### src/rtl/bcd_updown_counter_n.sv
//------------------------------------------------------------------------------
// Module      : bcd_updown_counter_n
// Description : Multi-digit BCD up/down counter with prescaled stepping,
//               synchronous clear, clamped parallel load and a one-cycle
//               terminal-count pulse for cascading.
//               Optional macro BCD_CNT_SAT_EN selects saturate mode
//               (default build wraps at the limits).
// Revision    : 1.0 - initial release
//------------------------------------------------------------------------------
`default_nettype none

module bcd_updown_counter_n #(
    parameter int DIGITS   = 4,
    parameter int PRESCALE = 1
) (
    input  logic                  clk,
    input  logic                  reset_n,
    input  logic                  en,
    input  logic                  up_down,
    input  logic                  clear,
    input  logic                  load,
    input  logic [4*DIGITS-1:0]   load_value,
    output logic [4*DIGITS-1:0]   count,
    output logic                  tc,
    output logic                  zero
);

    localparam int c_W  = 4 * DIGITS;
    localparam int c_PW = (PRESCALE > 1) ? $clog2(PRESCALE) : 1;
    localparam logic [c_PW-1:0] c_PRE_LAST = c_PW'(PRESCALE - 1);

    logic [c_W-1:0]  r_count;
    logic            r_tc;
    logic [c_PW-1:0] r_pre_cnt;

    logic            w_step;
    logic [c_W-1:0]  w_next;
    logic            w_terminal;
    logic [c_W-1:0]  w_load_clamped;

    // A step fires on the last enabled clock of each prescale interval.
    assign w_step = en && (r_pre_cnt == c_PRE_LAST);

    // Any load digit outside 0..9 is forced to 9 so count stays pure BCD.
    generate
        for (genvar gi = 0; gi < DIGITS; gi++) begin : g_clamp
            assign w_load_clamped[4*gi +: 4] =
                (load_value[4*gi +: 4] > 4'd9) ? 4'd9 : load_value[4*gi +: 4];
        end
    endgenerate

    // Full ripple of carry (up) or borrow (down) through all digits; a carry
    // surviving past the top digit means every digit was at its limit.
    always_comb begin
        w_next     = r_count;
        w_terminal = 1'b1;
        for (int i = 0; i < DIGITS; i++) begin
            if (w_terminal) begin
                if (up_down) begin
                    if (r_count[4*i +: 4] == 4'd9) begin
                        w_next[4*i +: 4] = 4'd0;
                    end else begin
                        w_next[4*i +: 4] = r_count[4*i +: 4] + 4'd1;
                        w_terminal       = 1'b0;
                    end
                end else begin
                    if (r_count[4*i +: 4] == 4'd0) begin
                        w_next[4*i +: 4] = 4'd9;
                    end else begin
                        w_next[4*i +: 4] = r_count[4*i +: 4] - 4'd1;
                        w_terminal       = 1'b0;
                    end
                end
            end
        end
    end

    // Count, prescaler and tc state: reset > clear > load > step > hold.
    always_ff @(posedge clk) begin
        if (!reset_n) begin
            r_count   <= '0;
            r_tc      <= 1'b0;
            r_pre_cnt <= '0;
        end else if (clear) begin
            r_count   <= '0;
            r_tc      <= 1'b0;
            r_pre_cnt <= '0;
        end else if (load) begin
            r_count   <= w_load_clamped;
            r_tc      <= 1'b0;
            r_pre_cnt <= '0;
        end else begin
            r_tc <= 1'b0;
            if (w_step) begin
                r_pre_cnt <= '0;
`ifdef BCD_CNT_SAT_EN
                // At the limit the count holds and only tc reports the attempt.
                if (w_terminal) begin
                    r_tc <= 1'b1;
                end else begin
                    r_count <= w_next;
                end
`else
                r_count <= w_next;
                r_tc    <= w_terminal;
`endif
            end else if (en) begin
                r_pre_cnt <= r_pre_cnt + c_PW'(1);
            end
        end
    end

    assign count = r_count;
    assign tc    = r_tc;
    assign zero  = (r_count == '0);

endmodule

`default_nettype wire

### config.mk
export PLATFORM = sky130hd
export DESIGN_NAME = bcd_updown_counter_n
export DESIGN_NICKNAME = d
export VERILOG_FILES = /design/src/rtl/bcd_updown_counter_n.sv
export SDC_FILE = /design/constraint.sdc
export NUM_CORES = 1
export LEC_CHECK = 0
export ABC_AREA = 1
export CORE_MARGIN = 1
export CORE_UTILIZATION = 53
export DETAILED_ROUTE_END_ITERATION = 8
export PLACE_DENSITY = 0.92
export SYNTH_ARGS = -nofsm -noshare
export SYNTH_HDL_FRONTEND = slang
export SYNTH_SLANG_ARGS = --single-unit
### constraint.sdc
create_clock -name clk -period 4.3 [get_ports clk]
set_clock_uncertainty 0.15 [all_clocks]
set_input_delay 0.86 -clock clk [delete_from_list [all_inputs] [get_ports clk]]
set_output_delay 0.86 -clock clk [all_outputs]
set_load 0.02 [all_outputs]
==> results.sh <==
export IMPL_grt_overflow=0
export IMPL_dr_pass1_iters=4
export IMPL_synth_area_sq_mm=0.00156
export IMPL_clk_latency_ps=290
export IMPL_final_util_pct=71.3
export IMPL_gp_congestion=0.922
export IMPL_track_usage_pct=24.7
export IMPL_outcome="finished, final reports clean"
export IMPL_finalCritPeriodShare_pct=75.0
export IMPL_grt_pass1_vias=1507
export IMPL_grt_setup_unrepaired="false"
export IMPL_final_cell_mix="nand2_1, nor2_1, clkdlybuf4s50_1"
export IMPL_worstReg2RegEnd="count[14]$_SDFFE_PP0P_"
export IMPL_start_kind="flop"
export IMPL_worstPathMaxFanout=7
export IMPL_finalMaxSlewViolations=0
export IMPL_wirelength_mm=3.69
export IMPL_hold_viol=0
export IMPL_clk_pin_slew_ps=110
export IMPL_hold_depth=2
export IMPL_worstMarginPinSlew_ps=715
export IMPL_grt_max_degree=26
export IMPL_drive_gt1_share_pct=6.31
export IMPL_die_width_um=56.2
export IMPL_io_pins=40
export IMPL_r2r_start="count[7]$_SDFFE_PP0P_"
export IMPL_core_sq_mm=0.00278
export IMPL_cts_hold_buffers=0
export IMPL_critical_path_arrival_ps=2220
export IMPL_worstSetupEndpointType="output port"
export IMPL_die_h_um=56.2
export IMPL_r2r_slack_ps=2670
export IMPL_setup_violations_final=0
export IMPL_ys_seq_area_share_pct=23.1
export IMPL_routedWlPerCell_um=10.6
export IMPL_vias_per_cell=5.29
export IMPL_fillCellCount=251
export IMPL_io_buffers=39
export IMPL_final_cells=348
export IMPL_cts_htree_levels=1
export IMPL_min_to="r_pre_cnt$_SDFFE_PP0P_"
export IMPL_syn_inst=281
export IMPL_ctsRootBufferMaster="clkbuf_4"
export IMPL_fmax_mhz=310
export IMPL_cts_sinks=18
export IMPL_layout_setup_ws_ps=1070
export IMPL_drv_cap=0
export IMPL_grt_pass1_wl_mm=6.29
export IMPL_avgSynthCellArea_sq_um=5.54
export IMPL_cts_inserted_buffers=3
export IMPL_ant_nets=0
export IMPL_relSlewSlack_pct=52.3
export IMPL_timing_setup_critical_path_class="reg2out"
export IMPL_start_util_pct=56.0
export IMPL_rr_worst_depth=11
export IMPL_dp_final_hpwl_mm=2.83
export IMPL_area_growth_pct=27.2
export IMPL_cts_tree="yes"
export IMPL_rows=19
export IMPL_fin_hold_ws_ps=315
export IMPL_cp_required_ps=3290
export IMPL_multiInputGateArea_sq_mm=0.00103
export IMPL_power_density_mw_per_mm2=218
export IMPL_drcViolationCount=0
export IMPL_postCtsResizedCells=0
export IMPL_ys_ff_latch=18
export IMPL_fin_crit_ps=3230
export IMPL_final_common_cell="nand2_1"
export IMPL_p_leak_nw=0.922
export IMPL_initialDrtViolationCount=84
export IMPL_yosys_warnings=0
export IMPL_placed_cells=345
export IMPL_min_from="r_pre_cnt$_SDFFE_PP0P_"
export IMPL_antenna_found_initial=0
export IMPL_fin_nets=341
export IMPL_ys_types=29
export IMPL_regArea_sq_um=360
export IMPL_fin_tns_setup_ps=0
export IMPL_die_area_sq_mm=0.00316
export IMPL_max_clock_path_buffers=2
export IMPL_post_cts_setup_buffers=0
export IMPL_vdd_drop_max_mv=0.203
export IMPL_diodes=0
export IMPL_hold_path_class="reg2reg"
export IMPL_synth_nets=303
export IMPL_num_vias=1840
export IMPL_dp_slack_ps=1310
worst max-delay path by stage:
stage	from	end	slack, ps
after floorplan	count[12]$_SDFFE_PP0P_	zero	1800
after detailed placement	up_down	count[14]$_SDFFE_PP0P_	1310
final	count[12]$_SDFFE_PP0P_	zero	1070
after global placement	up_down	count[14]$_SDFFE_PP0P_	1360
after global routing	count[12]$_SDFFE_PP0P_	zero	980
after CTS	count[12]$_SDFFE_PP0P_	zero	1100
synth_stat cells:
master,instances,area share [%]
a21boi_0,1,0.48
nor3_1,1,0.32
or2_2,1,0.40
buf_1,1,0.24
nor2_1,48,12
inv_2,2,0.48
buf_6,1,0.72
nor4_1,1,0.40
o211ai_1,4,1.9
inv_1,30,7.2
o21ai_0,20,6.4
a211oi_1,2,0.96
nand2_2,6,2.4
nor2_8,1,1.3
o21ai_1,1,0.32
a21oi_1,16,5.1
nand2_4,2,1.4
buf_2,4,1.3
nand2_1,83,20
xnor2_1,1,0.56
dfxtp_1,18,23
a31oi_1,1,0.40
nor2_2,2,0.80
clkbuf_1,2,0.48
o31ai_1,1,0.48
nand4_1,2,0.80
a211oi_2,1,0.80
xor2_1,2,1.1
nand3_1,26,8.4
per-layer routing:
metal / wire, um / share of wire (%) / track usage [%]
met5: 0 / 0 / 0
met4: 70 / 1.9 / 8.71
met3: 200 / 5.4 / 2.09
met2: 1730 / 47 / 42.0
met1: 1680 / 46 / 32.6
registers in the layout, indices dropped and copies added (netlist names):
| signal | flops |
|---|---|
| tc | 1 |
| count | 16 |
| r_pre_cnt | 1 |
power by group:
group	switching, mW	internal (mW)
clock	0.0542	0.0326
sequential	0.0120	0.174
combinational	0.0901	0.0693
through the flow:
stage / total power, mW / area (sq um)
4_1_cts: 0.434 / 1980
5_1_grt: 0.462 / 1980
3_3_place_gp: 0.347 / 1960
6_report: 0.433 / 1980
3_5_place_dp: 0.349 / 1960
2_1_floorplan: 0.293 / 1560
layout make-up:
class	count	share of cell area (%)
multi-input combinational	223	52.2
inverter	32	6.06
tap	31	1.96
timing repair buffer	41	20.5
clock buffer	3	1.14
sequential	18	18.2
worst max-delay path, cell delays in order, from the launching register on:
cell and delay, ps:
dfxtp_1 390, nor2_1 300, nand3_1 200, nor4_1 340, clkdlybuf4s50_1 690
kinds of logic after synthesis:
group           count (synthesis)  share of synthesized area [%]
buf+inv                        40                           10.4
compound gates                 47                           16.9
xor+xnor                        3                           1.69
flops                          18                           23.1
simple gates                  173                           47.8
Power figures use the tool's default switching activity.
